===== config.mk =====
export PLATFORM = sky130hd
export DESIGN_NAME = ow_slave_tx
export DESIGN_NICKNAME = d
export VERILOG_FILES = /design/src/rtl/ow_pkg.sv /design/src/rtl/ow_crc8.sv /design/src/rtl/ow_slave_tx.sv
export SDC_FILE = /design/constraint.sdc
export NUM_CORES = 1
export LEC_CHECK = 0
export BUFFER_PORTS_ARGS = -buffer_cell sky130_fd_sc_hd__buf_2
export CAP_MARGIN = 20
export CORE_MARGIN = 4
export CORE_UTILIZATION = 45
export DETAILED_ROUTE_END_ITERATION = 6
export GPL_TIMING_DRIVEN = 0
export PLACE_DENSITY = 0.75
export RECOVER_POWER = 25
export SYNTH_ARGS = -nofsm -noshare
export SYNTH_HDL_FRONTEND = slang
export SYNTH_HIERARCHICAL = 1
export SYNTH_SLANG_ARGS = --single-unit
export TNS_END_PERCENT = 100

===== constraint.sdc =====
create_clock -name clk -period 7.47 [get_ports clk]
set_input_delay 0.747 -clock clk [delete_from_list [all_inputs] [get_ports clk]]
set_output_delay 0.747 -clock clk [all_outputs]
set_load 0.01 [all_outputs]

===== src/rtl/ow_pkg.sv =====
// Shared types and constants for the 1-Wire slave transmitter.
package ow_pkg;

  typedef enum logic [1:0] {
    IDLE      = 2'd0,
    WAIT_SLOT = 2'd1,
    HOLD      = 2'd2,
    RECOVER   = 2'd3
  } ow_state_t;

  localparam int CLK_PER_US_DEF = 1;
  localparam int T_RDV_US_DEF   = 15;
  localparam int T_RSTL_US_DEF  = 480;

  // Dallas/Maxim CRC-8 x^8+x^5+x^4+1; the reflected form suits LSB-first shifting
  localparam logic [7:0] CRC8_POLY      = 8'h31;
  localparam logic [7:0] CRC8_POLY_REFL = 8'h8C;

  function automatic int max_int(input int a, input int b);
    return (a > b) ? a : b;
  endfunction

endpackage


===== src/rtl/ow_crc8.sv =====
// Serial Dallas CRC-8, LSB-first. Feeding din = crc[0] shifts the result out LSB first.
module ow_crc8
  import ow_pkg::*;
(
  input  logic       clk,
  input  logic       rst_n,
  input  logic       clr,
  input  logic       en,
  input  logic       din,
  output logic [7:0] crc
);

  logic fb;

  assign fb = crc[0] ^ din;

  always_ff @(posedge clk or negedge rst_n) begin
    if (!rst_n) begin
      crc <= 8'h00;
    end else if (clr) begin
      crc <= 8'h00;
    end else if (en) begin
      crc <= (crc >> 1) ^ (fb ? CRC8_POLY_REFL : 8'h00);
    end
  end

endmodule


===== src/rtl/ow_slave_tx.sv =====
// 1-Wire slave transmitter: answers master read slots with payload bits, LSB first.
// Define OW_TX_CRC8_EN to append the Dallas CRC-8 of the payload as 8 extra slots.
module ow_slave_tx
  import ow_pkg::*;
#(
  parameter int DATA_W     = 64,
  parameter int CLK_PER_US = CLK_PER_US_DEF,
  parameter int T_RDV_US   = T_RDV_US_DEF,
  parameter int T_RSTL_US  = T_RSTL_US_DEF
) (
  input  logic                        clk,
  input  logic                        rst_n,
  input  logic                        start,
  input  logic [DATA_W-1:0]           data,
  input  logic [$clog2(DATA_W+1)-1:0] len,
  input  logic                        bus_in,
  output logic                        bus_pull_low,
  output logic                        busy,
  output logic                        done,
  output logic                        abort
);

  localparam int LEN_W    = $clog2(DATA_W + 1);
  localparam int HOLD_CYC = T_RDV_US * CLK_PER_US;
  localparam int RSTL_CYC = T_RSTL_US * CLK_PER_US;
  localparam int CNT_W    = $clog2(max_int(HOLD_CYC, RSTL_CYC) + 1);
`ifdef OW_TX_CRC8_EN
  localparam int CRC_BITS = 8;
`else
  localparam int CRC_BITS = 0;
`endif
  localparam int BIT_W    = $clog2(DATA_W + CRC_BITS + 1);

  function automatic logic [CNT_W-1:0] sat_inc(input logic [CNT_W-1:0] v);
    return (v == {CNT_W{1'b1}}) ? v : v + CNT_W'(1);
  endfunction

  logic              sync_p0, sync_p1, sync_p2;
  logic              bus_low, fall;
  ow_state_t         state, state_nxt;
  logic [DATA_W-1:0] shreg;
  logic [BIT_W-1:0]  bits_left, bits_nxt;
  logic [CNT_W-1:0]  hold_cnt, low_cnt;
  logic [LEN_W-1:0]  len_eff;
  logic              pull_q, pull_nxt;
  logic              done_q, done_nxt;
  logic              abort_q, abort_nxt;
  logic              accept, shift_en, rst_hit, cur_bit;

  // Stage p0/p1: metastability guard; p2 holds the previous synced level for edge detect
  always_ff @(posedge clk or negedge rst_n) begin
    if (!rst_n) begin
      sync_p0 <= 1'b1;
      sync_p1 <= 1'b1;
      sync_p2 <= 1'b1;
    end else begin
      sync_p0 <= bus_in;
      sync_p1 <= sync_p0;
      sync_p2 <= sync_p1;
    end
  end

  assign bus_low = ~sync_p1;
  assign fall    = sync_p2 & ~sync_p1;
  assign len_eff = (len > LEN_W'(DATA_W)) ? LEN_W'(DATA_W) : len;

`ifdef OW_TX_CRC8_EN
  logic [7:0] crc_q;

  ow_crc8 u_crc (
    .clk   (clk),
    .rst_n (rst_n),
    .clr   (accept),
    .en    (shift_en),
    .din   (cur_bit),
    .crc   (crc_q)
  );

  assign cur_bit = (bits_left <= BIT_W'(CRC_BITS)) ? crc_q[0] : shreg[0];
`else
  assign cur_bit = shreg[0];
`endif

  // A bus-reset length low wins over everything, including a done in the same cycle
  assign rst_hit = (state != IDLE) && bus_low && (low_cnt == CNT_W'(RSTL_CYC - 1));

  always_comb begin
    state_nxt = state;
    bits_nxt  = bits_left;
    pull_nxt  = 1'b0;
    done_nxt  = 1'b0;
    abort_nxt = 1'b0;
    accept    = 1'b0;
    shift_en  = 1'b0;
    case (state)
      IDLE: begin
        if (start) begin
          accept   = 1'b1;
          bits_nxt = BIT_W'(len_eff) + BIT_W'(CRC_BITS);
          if (len_eff == '0) begin
            done_nxt = 1'b1;
          end else begin
            state_nxt = WAIT_SLOT;
          end
        end
      end
      WAIT_SLOT: begin
        if (fall) begin
          state_nxt = HOLD;
          pull_nxt  = ~cur_bit;
        end
      end
      HOLD: begin
        if (hold_cnt == CNT_W'(HOLD_CYC - 1)) begin
          state_nxt = RECOVER;
        end else begin
          pull_nxt = pull_q;
        end
      end
      RECOVER: begin
        if (!bus_low) begin
          shift_en = 1'b1;
          bits_nxt = bits_left - BIT_W'(1);
          if (bits_left == BIT_W'(1)) begin
            state_nxt = IDLE;
            done_nxt  = 1'b1;
          end else begin
            state_nxt = WAIT_SLOT;
          end
        end
      end
      default: state_nxt = IDLE;
    endcase
    if (rst_hit) begin
      state_nxt = IDLE;
      pull_nxt  = 1'b0;
      done_nxt  = 1'b0;
      abort_nxt = 1'b1;
      shift_en  = 1'b0;
    end
  end

  // Stage p1: control state, counters and registered outputs
  always_ff @(posedge clk or negedge rst_n) begin
    if (!rst_n) begin
      state     <= IDLE;
      bits_left <= '0;
      hold_cnt  <= '0;
      low_cnt   <= '0;
      pull_q    <= 1'b0;
      done_q    <= 1'b0;
      abort_q   <= 1'b0;
    end else begin
      state     <= state_nxt;
      bits_left <= bits_nxt;
      hold_cnt  <= (state == HOLD) ? sat_inc(hold_cnt) : '0;
      low_cnt   <= ((state != IDLE) && bus_low) ? sat_inc(low_cnt) : '0;
      pull_q    <= pull_nxt;
      done_q    <= done_nxt;
      abort_q   <= abort_nxt;
    end
  end

  // Payload shifter carries data only, so it has no reset
  always_ff @(posedge clk) begin
    if (accept) begin
      shreg <= data;
    end else if (shift_en) begin
      shreg <= shreg >> 1;
    end
  end

  assign bus_pull_low = pull_q;
  assign busy         = (state != IDLE);
  assign done         = done_q;
  assign abort        = abort_q;

endmodule

# Word level (Yosys, flattened, before mapping)
# Cells that the tools add are included.
[word_totals]
ff_bits = 97
n_memories = 0
in_bits = 75
mem_bits_rw = 0
mem_bits_ro = 0
latchBits = 0
elab_cells = 78
[op_classes]
muxes = 34
n_addsub = 3
magnitude_cmp = 1
mul = 0
div_mod_pow = 0
eq_ne = 17
shifts = 0
reduce_logical = 9
bitwise = 3
[op_table]
columns = ["operator", "count"]
rows = [
  ["$mux 64", 2],
  ["$mux 9", 4],
  ["$eq 9x9->1 const B", 3],
  ["$mux 7", 3],
  ["$add 9x1->9 const B", 2],
  ["$mux 1", 15],
  ["$ne 3x3->1 const B", 5],
  ["$pmux 7 s2", 1],
  ["$mux 2", 6],
  ["$eq 9x4->1 const B", 1],
  ["$ne 2x2->1 const B", 4],
  ["$pmux 2 s4", 1],
  ["$eq 7x1->1 const B", 1],
  ["$gt 7x7->1 const B", 1],
  ["$logic_not 7->1", 1],
  ["$sub 7x1->7 const B", 1],
  ["$reduce_bool 2->1", 3],
  ["$reduce_and 5->1", 1],
  ["$eq 2x2->1 const B", 2],
  ["$pmux 1 s2", 2],
  ["$reduce_and 3->1", 1],
  ["$eq 2x1->1 const B", 1],
  ["$logic_and 1x1->1", 2],
  ["$logic_not 2->1", 1],
  ["2 further kinds", 3],
]

# Longest topological paths before layout
# Gate-level depths: netlist (run 1).
[depth]
word_depth = 7
mapped_depth = 9
mapped_depth_nobuf = 8

# Worst setup path before layout (run 1)
# Ideal clock, no wire load.
[synth_timing]
kind = "flip-flop to flip-flop"
start = "register state[0]"
end = "register shreg[0], enable pin"
setup_time_ns = 0.690
arrival_time_ns = 2.357
n_path_buf = 2
path_slack_ns = 4.424
path_stages_with_launch = 7
synth_period_minus_slack_ns = 3.046
path_cell_list = "dfrtp_1 > inv_1 > ha_1 > nand2_1 > buf_2 > buf_2 > nand2_1"
[synth_between]
elab_chain_cells = 5
[synth_lines]
columns = ["item", "line_no", "rtl"]
rows = [
  ["start: declaration", "ow_slave_tx.sv:40", "ow_state_t state, state_nxt;"],
  ["start signal: assignment", "ow_slave_tx.sv:154", "state <= state_nxt;"],
  ["$reduce_bool 2->1", "ow_slave_tx.sv:85", "assign rst_hit = (state != IDLE) && bus_low && (low_cnt == CNT_W'(RSTL_CYC - 1));"],
  ["$logic_and 1x1->1 (2 in a row)", "ow_slave_tx.sv:85", ""],
  ["$mux 1", "ow_slave_tx.sv:134", "if (rst_hit) begin"],
  ["$reduce_bool 2->1 (no line) (*)", "n/a", ""],
  ["end signal: assignment", "ow_slave_tx.sv:167", "shreg <= data;"],
  ["end signal: assignment", "ow_slave_tx.sv:169", "shreg <= shreg >> 1;"],
  ["end: declaration", "ow_slave_tx.sv:41", "logic [DATA_W-1:0] shreg;"],
]
# Mark *: on every way between the ends. The rest lies on a longest branch, timed or not.
# A chain may end at the register's enable or synchronous reset.

# Worst setup path in the final report (run 1)
[layout_timing]
start = "register state[0]"
end = "register shreg[57], enable pin"
# The elaborated chain is that of the path after synthesis.

==> impl_metrics.env, run 1 <==
export IMPL_antenna_cells=0
export IMPL_worst_r2r_cell_count=7
export IMPL_peakVddDrop_v=0.000126
export IMPL_final_cell_mix="80 x buf_2, 64 x edfxtp_1, 63 x mux2_2"
export IMPL_die_y_um=108
export IMPL_critPathMaxStageDelay_ns=0.48
export IMPL_finClkSkew_ns=0.0134
export IMPL_start_util_pct=46.3
export IMPL_dieArea_mm2=0.0117
export IMPL_setup_viol=0
export IMPL_seq_area_mm2=0.00275
export IMPL_port_buffer_count=78
export IMPL_coreArea_mm2=0.00977
export IMPL_cts_sink_count=97
export IMPL_antenna_left=0
export IMPL_drc=0
export IMPL_use_met3_pct=3.16
export IMPL_worstPathBufferInverterCount=4
export IMPL_grt_first_pass_wirelength_um=13400
export IMPL_crit_family="buffers and inverters"
export IMPL_max_freq_mhz=360
export IMPL_vias_per_cell=5.09
export IMPL_grt_max_degree=34
export IMPL_first_global_vias=2829
export IMPL_cp_max_fo=33
export IMPL_max_slew_worst_pin_slew_ns=1.81
export IMPL_crit_type="register to register"
export IMPL_worst_endpoint_required_ns=7.58
export IMPL_hold_ws_ns=0.366
export IMPL_instances_no_fill=549
export IMPL_cp_start_kind="register"
export IMPL_synth_edf_count=64
export IMPL_p_per_area_mw_per_mm2=340
export IMPL_clockPowerShare_pct=21.1
export IMPL_drt_initial_drc_count=185
export IMPL_grtUsageMet2_pct=23.5
export IMPL_htreeDepth=3
export IMPL_internal_power_w=0.00127
export IMPL_clkLatencyLatePin_ns=0.37
export IMPL_netSwitchingFraction_pct=29.8
export IMPL_busiest_layer="met2"
export IMPL_final_util_pct=54.5
export IMPL_slew_headroom_pct=-20.6
export IMPL_area_growth_pct=17.7
export IMPL_fin_setup_tns_ns=0
export IMPL_dr_total_vias=2792
export IMPL_grt_antenna_before_repair=0
export IMPL_multiInputGateArea_mm2=0.00169
export IMPL_yosys_cell_types_count=46
export IMPL_cellLeakagePower_nw=2.15
export IMPL_synth_fp_nets=408
export IMPL_hold_class="register to register"
export IMPL_gp_congestion=0.864
export IMPL_dpl_hpwl_um=5950
export IMPL_place_ws_ns=4.71
export IMPL_drt_wl_total_um=8170
export IMPL_grt_usage_pct=14.8
export IMPL_hold_buffers=0
export IMPL_cts_resized=0
export IMPL_switching_power_w=0.000539
export IMPL_synth_warnings=6
export IMPL_grt_ovfl_total=0
export IMPL_path_clk_slew_ns=0.09
export IMPL_cts_tree="yes"
export IMPL_dp_cells=533
export IMPL_crit_cells=7
export IMPL_cts_buffers=9
export IMPL_async_flop_share_pct=34.0
export IMPL_status="finished, violations left"
export IMPL_fillers=854
export IMPL_seqPwrFrac_pct=48.2
export IMPL_clockRootBuffer="clkbuf_8"
export IMPL_layout_commonest_cell="buf_2"
export IMPL_finalNetCount=498
export IMPL_finalCritPeriodShare_pct=37.2
export IMPL_cp_cell_sequence="inv_1 -> ha_1 -> nand2_1 -> buf_2 -> buf_2 -> nand2_2 -> buf_12"
export IMPL_clockBufferDepth=2
export IMPL_yosysSeqAreaShare_pct=60.7
export IMPL_syn_inst=321
export IMPL_endpoint_kind="register"
export IMPL_first_pass_iters=4
export IMPL_netlist_area_mm2=0.00453
export IMPL_hold_path_cell_count=0
export IMPL_die_w_um=108
export IMPL_pin_count=79
export IMPL_use_met1_pct=19.7
export IMPL_rsz0062_at_grt="false"
export IMPL_ys_ff_latch=97
export IMPL_crit_path_top_delay_cell="nand2_2"
export IMPL_hold_viol_final=0
export IMPL_slew_violations=34
export IMPL_rows=36
export IMPL_avgRoutedWirePerCell_um=14.9
export IMPL_cap_violations=1
export IMPL_pwr_share_comb_pct=30.8
export IMPL_path_common_cell="buf_2"
export IMPL_period_minus_slack_ns=2.78
export IMPL_ys_flop_type="edfxtp_1"
export IMPL_violations="max-capacitance violations, max-slew violations"
export IMPL_worstPathArrival_ns=2.88
export IMPL_drive_above_1_share_pct=41.6
export IMPL_fin_ws_ns=4.69
export IMPL_synth_avg_cell_area_um2=14.1
export IMPL_cts_setup_buffers=0
## Yosys cell counts (2+ instances only)
cell type / count / area share (%)
a21oi_1: 9 / 0.99
and2_1: 8 / 1.1
and3_1: 6 / 0.83
buf_2: 6 / 0.66
buf_4: 2 / 0.33
clkbuf_1: 3 / 0.25
dfrtp_1: 30 / 17
dfstp_2: 3 / 1.7
edfxtp_1: 64 / 42
ha_1: 12 / 3.3
inv_1: 9 / 0.75
mux2_2: 63 / 16
mux2i_1: 4 / 0.88
nand2_1: 13 / 1.1
nand2b_1: 3 / 0.41
nand3_1: 8 / 0.88
nand4b_1: 2 / 0.39
nor2_1: 15 / 1.2
nor2b_1: 7 / 0.97
nor3_1: 2 / 0.22
nor3b_1: 7 / 1.2
o21ai_0: 9 / 0.99
o21ai_2: 2 / 0.39
o22ai_1: 2 / 0.28
xnor2_1: 7 / 1.4
xor2_1: 5 / 0.97
## flip-flops by register name, indices dropped and copies added, names as in the netlist
name,cells
abort,1
bits_left,7
bus_pull_low,1
done,1
hold_cnt,9
low_cnt,9
shreg,64
state,2
sync_p0,1
sync_p1,1
sync_p2,1
## cell type report
| class | instances | share of cell area [%] |
|---|---|---|
| Tap cell | 133 | 3.12 |
| Multi-Input combinational cell | 203 | 31.7 |
| Clock inverter | 7 | 1.90 |
| Sequential cell | 97 | 51.6 |
| Inverter | 9 | 0.634 |
| Clock buffer | 9 | 2.32 |
| Timing Repair Buffer | 79 | 7.61 |
| Buffer | 12 | 1.13 |
## worst register-to-register path: stages (launching register included)
cell and delay (ns):
dfrtp_1 0.46, inv_1 0.11, ha_1 0.30, nand2_1 0.17
buf_2 0.28, buf_2 0.31, nand2_2 0.49, buf_12 0.39
## path summary, 6_finish.rpt
path | slack, ns | startpoint | end
max | 4.69 | state[0] | shreg[57]
min | 0.37 | sync_p0 | sync_p1
max reg2reg | 4.69 | state[0] | shreg[57]
min reg2reg | 0.37 | sync_p0 | sync_p1
max in group asynchronous | 5.57 | rst_n | hold_cnt[8]
min in group asynchronous | 0.85 | rst_n | bits_left[0]
## routing by layer
layer,up-vias,wire length [µm]
met1,1358,3690
met4,0,162
met3,11,477
li1,1356,-
met2,67,3840
met5,-,0
## per-stage QoR
stage	total power, W	area, µm²
5_1_grt	0.00193	5330
6_report	0.00181	5330
3_3_place_gp	0.00141	5090
2_1_floorplan	0.00130	4530
3_5_place_dp	0.00145	5110
4_1_cts	0.00183	5330
## kinds of logic after synthesis
group / Yosys count / synth area share [%]
buffers and inverters: 21 / 2.07
xor gates and xnor gates: 12 / 2.32
adders and majority gates: 12 / 3.31
and+or+nand+nor: 79 / 10.0
muxes: 67 / 16.5
DFF: 97 / 60.7
AOI/OAI and AO/OA: 33 / 4.97
## power by group through the flow
stage | clock, W | sequential [W] | combinational (W)
floorplan | 0 | 0.000868 | 0.000427
global placement | 0 | 0.000886 | 0.000528
detailed placement | 0 | 0.000883 | 0.000563
CTS | 0.000391 | 0.000873 | 0.000567
global route | 0.000416 | 0.000889 | 0.000625
finish | 0.000381 | 0.000871 | 0.000557
Power figures use the tool's default switching activity.
==> run 2, diff against run 1 <==
Settings changed: PLACE_DENSITY 0.75 to 0.78.
Clock period 7.47 ns to 2.4 ns, I/O delays scaled along.
==> impl_metrics.env, run 2 (synthesis results as in run 1) <==
export IMPL_avgRoutedWirePerCell_um=15.0
export IMPL_max_slew_worst_pin_slew_ns=1.80
export IMPL_path_clk_slew_ns=0.10
export IMPL_finalCritPeriodShare_pct=94.2
export IMPL_internal_power_w=0.00381
export IMPL_largest_register_ffs=64
export IMPL_gp_congestion=0.839
export IMPL_cts_sink_count=97
export IMPL_largest_register="shreg"
export IMPL_cellLeakagePower_nw=2.14
export IMPL_slew_violations=34
export IMPL_setup_viol=0
export IMPL_seqPwrFrac_pct=49.5
export IMPL_die_w_um=108
export IMPL_worst_endpoint_required_ns=2.42
export IMPL_peakVddDrop_v=0.000379
export IMPL_clkLatencyLatePin_ns=0.36
export IMPL_grt_first_pass_wirelength_um=13100
export IMPL_cts_buffers=9
export IMPL_grt_antenna_before_repair=0
export IMPL_antenna_cells=0
export IMPL_clockPowerShare_pct=18.8
export IMPL_switching_power_w=0.00164
export IMPL_drt_initial_drc_count=114
export IMPL_grt_max_degree=65
export IMPL_first_global_vias=2796
export IMPL_dp_cells=532
export IMPL_hold_class="input pin to register"
export IMPL_grt_usage_pct=14.3
export IMPL_grt_ovfl_total=0
export IMPL_antenna_left=0
export IMPL_violations="max-capacitance violations, max-slew violations"
export IMPL_cap_violations=1
export IMPL_finalNetCount=500
export IMPL_dpl_hpwl_um=5830
export IMPL_netSwitchingFraction_pct=30.0
export IMPL_htreeDepth=3
export IMPL_hold_viol_final=0
export IMPL_start_util_pct=46.3
export IMPL_vias_per_cell=5.08
export IMPL_final_cell_mix="78 x buf_2, 64 x edfxtp_1, 63 x mux2_2"
export IMPL_instances_no_fill=551
export IMPL_crit_type="register to register"
export IMPL_dieArea_mm2=0.0117
export IMPL_max_freq_mhz=442
export IMPL_die_y_um=108
export IMPL_first_pass_iters=4
export IMPL_top_regs="shreg x64, hold_cnt x9, low_cnt x9"
export IMPL_cp_max_fo=32
export IMPL_drc=0
export IMPL_area_growth_pct=17.3
export IMPL_clockBufferDepth=2
export IMPL_status="finished, violations left"
export IMPL_p_per_area_mw_per_mm2=1030
export IMPL_coreArea_mm2=0.00977
export IMPL_cts_tree="yes"
export IMPL_period_minus_slack_ns=2.26
export IMPL_port_buffer_count=78
export IMPL_rows=36
export IMPL_clockRootBuffer="clkbuf_8"
export IMPL_dr_total_vias=2799
export IMPL_pin_count=79
export IMPL_finClkSkew_ns=0.0104
export IMPL_r2r_slack_ns=0.14
export IMPL_cp_start_kind="register"
export IMPL_hold_ws_ns=0.172
export IMPL_worstPathArrival_ns=2.28
export IMPL_drive_above_1_share_pct=40.7
export IMPL_pwr_share_comb_pct=31.7
export IMPL_drt_wl_total_um=8240
export IMPL_slew_headroom_pct=-19.7
export IMPL_layout_commonest_cell="buf_2"
export IMPL_endpoint_kind="register"
[run 2: changes by cell type in the layout (fill, tap and decap cells not counted), sizes merged]
| cell | previous run | this run |
|---|---|---|
| bufinv | 2 | 1 |
| clkbuf | 16 | 19 |
| inv | 12 | 10 |
| clkinv | 1 | 3 |
| dlygate4sd3 | 0 | 2 |
| nand2 | 13 | 14 |
| buf | 84 | 81 |
[run 2: cell type report]
cell class | count | area (µm²)
fillers | 823 | 4460
flip-flops and latches | 97 | 2750
multi-input cells | 204 | 1710
repair buffers | 80 | 404
well taps | 133 | 166
clock buffers | 10 | 128
plain buffers | 12 | 62.6
clock inverters | 6 | 57.6
inverters | 9 | 33.8
[run 2: worst paths after layout]
kind,from,to,cells after the start
worst max-delay path,state[0],shreg[57],6
worst min-delay path,data[14],shreg[14],2
worst max register to register,state[0],shreg[57],6
worst min register to register,sync_p0,sync_p1,0
max in group asynchronous,rst_n,hold_cnt[8],2
min in group asynchronous,rst_n,low_cnt[6],2
[run 2: timing repair]
action | in CTS | in global routing
endpoints found under the setup margin | 64 | 64
pin swaps | 0 | 1
hold buffers | 2 | 0
gates resized for setup | 1 | 1
setup buffers | 0 | 0
endpoints found under the hold margin | 31 | 0
gates cloned | 0 | 1
[run 2: critical path, stage by stage, from the launching register on]
cell      delay (ns)
dfrtp_1         0.46
inv_1           0.11
ha_1            0.30
nand2_1         0.15
buf_2           0.26
clkbuf_4        0.33
nand2_4         0.29
[run 2: layer usage]
metal  vias to the layer above  wire length, µm  track usage (%)
met1                      1356             3830             19.1
met5                         -                0                0
met2                        66             3820             23.2
li1                       1365                -                -
met3                        12              453             2.63
met4                         0              137             5.68
[run 2: power groups by stage]
stage	Sequential, W	Combinational, W	Clock (W)
floorplan	0.00268	0.00134	0
global placement	0.00272	0.00165	0
detailed placement	0.00275	0.00172	0
CTS	0.00271	0.00174	0.00104
global route	0.00275	0.00192	0.00112
finish	0.00270	0.00173	0.00102
[run 2: metrics by stage]
stage,utilization (%),worst slack [ns],area [µm²],power (W),TNS (ns)
3_5_place_dp,52.1,-0.165,5090,0.00447,-10.35
5_1_grt,54.4,-0.00350,5320,0.00579,-0.0212
4_1_cts,54.3,0.0213,5310,0.00549,0
3_3_place_gp,52.1,-0.146,5090,0.00438,-9.20
6_report,54.4,0.139,5320,0.00545,0
2_1_floorplan,-,0.306,4540,0.00402,0
==> run 3, diff against run 2 <==
Settings changed: BUFFER_PORTS_ARGS -buffer_cell sky130_fd_sc_hd__buf_2 to -buffer_cell sky130_fd_sc_hd__clkbuf_2.
==> impl_metrics.env, run 3 (synthesis results as in run 1) <==
export IMPL_status="finished, violations left"
export IMPL_violations="max-capacitance violations, max-slew violations"
export IMPL_dieArea_mm2=0.0117
export IMPL_crit_family="buffers and inverters"
export IMPL_fillers=822
export IMPL_layout_commonest_cell="clkbuf_2"
export IMPL_grt_ovfl_total=0
export IMPL_worstPathArrival_ns=2.39
export IMPL_slew_violations=34
export IMPL_seqPwrFrac_pct=49.4
export IMPL_antenna_left=0
export IMPL_hold_class="input pin to register"
export IMPL_cp_max_fo=11
export IMPL_gp_congestion=0.813
export IMPL_cts_buffers=9
export IMPL_setup_viol=0
export IMPL_max_freq_mhz=441
export IMPL_peakVddDrop_v=0.000396
export IMPL_cellLeakagePower_nw=2.16
export IMPL_cp_cell_sequence="inv_1 -> ha_1 -> nand2_1 -> buf_2 -> clkbuf_4 -> mux2_2"
export IMPL_drc=0
export IMPL_fin_ws_ns=0.132
export IMPL_max_slew_worst_pin_slew_ns=1.83
export IMPL_pin_count=79
export IMPL_switching_power_w=0.00172
export IMPL_area_growth_pct=17.7
export IMPL_dpl_hpwl_um=5850
export IMPL_clockPowerShare_pct=18.4
export IMPL_fin_setup_tns_ns=0
export IMPL_worstPathBufferInverterCount=3
export IMPL_seq_area_mm2=0.00275
export IMPL_internal_power_w=0.00374
export IMPL_top_regs="shreg x64, hold_cnt x9, low_cnt x9"
export IMPL_crit_type="register to register"
export IMPL_multiInputGateArea_mm2=0.00172
export IMPL_first_pass_iters=4
export IMPL_path_clk_slew_ns=0.11
export IMPL_drt_wl_total_um=8310
export IMPL_die_w_um=108
export IMPL_finalCritPeriodShare_pct=94.5
export IMPL_grt_max_degree=65
export IMPL_cts_tree="yes"
export IMPL_period_minus_slack_ns=2.27
export IMPL_critPathMaxStageDelay_ns=0.45
export IMPL_drive_above_1_share_pct=40.9
export IMPL_grt_first_pass_wirelength_um=12800
export IMPL_pwr_share_comb_pct=32.2
export IMPL_hold_viol_final=0
export IMPL_clkLatencyLatePin_ns=0.37
export IMPL_die_y_um=108
export IMPL_final_cell_mix="73 x clkbuf_2, 64 x edfxtp_1, 63 x mux2_2"
export IMPL_slew_headroom_pct=-22.2
export IMPL_fin_area_mm2=0.00533
export IMPL_antenna_cells=0
export IMPL_placed_cell_area_mm2=0.00509
export IMPL_endpoint_kind="register"
export IMPL_worst_endpoint_required_ns=2.52
export IMPL_instances_no_fill=551
export IMPL_cp_start_kind="register"
export IMPL_clockRootBuffer="clkbuf_8"
export IMPL_dr_total_vias=2836
export IMPL_cap_violations=1
export IMPL_finClkSkew_ns=0.0128
export IMPL_total_power_w=0.00546
export IMPL_clockBufferDepth=2
export IMPL_rows=36
export IMPL_grt_usage_pct=14.0
export IMPL_coreArea_mm2=0.00977
export IMPL_crit_path_top_delay_cell="dfrtp_1"
export IMPL_grt_antenna_before_repair=0
export IMPL_largest_register_ffs=64
export IMPL_netSwitchingFraction_pct=31.5
export IMPL_first_global_vias=2786
export IMPL_port_buffer_count=78
export IMPL_p_per_area_mw_per_mm2=1030
export IMPL_cts_setup_buffers=0
export IMPL_dp_cells=532
export IMPL_avgRoutedWirePerCell_um=15.1
export IMPL_rsz0062_at_grt="false"
export IMPL_start_util_pct=46.3
export IMPL_place_ws_ns=-0.186
export IMPL_cts_sink_count=97
export IMPL_htreeDepth=3
export IMPL_largest_register="shreg"
export IMPL_finalNetCount=500
export IMPL_drt_initial_drc_count=98
export IMPL_vias_per_cell=5.15
run 3: cell types whose count changed in the layout (fill, tap and decap cells not counted), sizes merged:
cell	change
buf	-73
clkbuf	+72
clkinv	+2
bufinv	-1
clkinvlp	-1
inv	+1
run 3: power groups by stage:
stage               Clock (W)  Combinational, W  Sequential [W]
global route          0.00112           0.00195         0.00274
detailed placement          0           0.00173         0.00275
global placement            0           0.00166         0.00272
finish                0.00100           0.00176         0.00270
CTS                   0.00104           0.00176         0.00270
floorplan                   0           0.00134         0.00268
run 3: timing repair:
item | CTS | global route
cloned | 0 | 1
endpoints found under the setup margin | 64 | 64
hold endpoints to repair | 31 | 0
resized for setup | 1 | 2
hold buffers | 2 | 0
pin swaps | 0 | 1
run 3: worst paths after layout:
path | start | endpoint | slack (ns) | depth (start not counted)
worst max-delay path | state[0] | shreg[59] | 0.13 | 6
worst min-delay path | data[14] | shreg[14] | 0.17 | 2
worst max register to register | state[0] | shreg[59] | 0.13 | 6
worst min register to register | sync_p0 | sync_p1 | 0.37 | 0
max in group asynchronous | rst_n | low_cnt[2] | 0.44 | 2
min in group asynchronous | rst_n | low_cnt[1] | 0.91 | 2
run 3: metal layers:
| metal | GRT usage (%) | part of all wire (%) |
|---|---|---|
| met2 | 22.3 | 47 |
| met4 | 3.34 | 0.69 |
| met3 | 4.00 | 6.2 |
| met5 | 0 | 0 |
| met1 | 19.0 | 46 |
run 3: layout make-up:
| type | instances | share of cell area [%] |
|---|---|---|
| buffer | 12 | 1.17 |
| inverter | 9 | 0.634 |
| clock inverter | 7 | 1.24 |
| clock buffer | 9 | 2.32 |
| multi-input combinational | 204 | 32.3 |
| tap | 133 | 3.12 |
| sequential | 97 | 51.6 |
| timing repair buffer | 80 | 7.58 |
run 3: stage by stage:
step                      utilization, %  hold WS [ns]
final                               54.5         0.168
after global routing                54.5         0.151
after CTS                           54.4         0.152
after detailed placement            52.1         0.330
after global placement              52.1         0.330
after floorplan                        -       -0.0556
run 3: worst reg2reg max path, cell delays in order (launching register included):
cell      delay, ns
dfrtp_1        0.45
inv_1          0.11
ha_1           0.31
nand2_1        0.17
buf_2          0.27
clkbuf_4       0.35
mux2_2         0.38
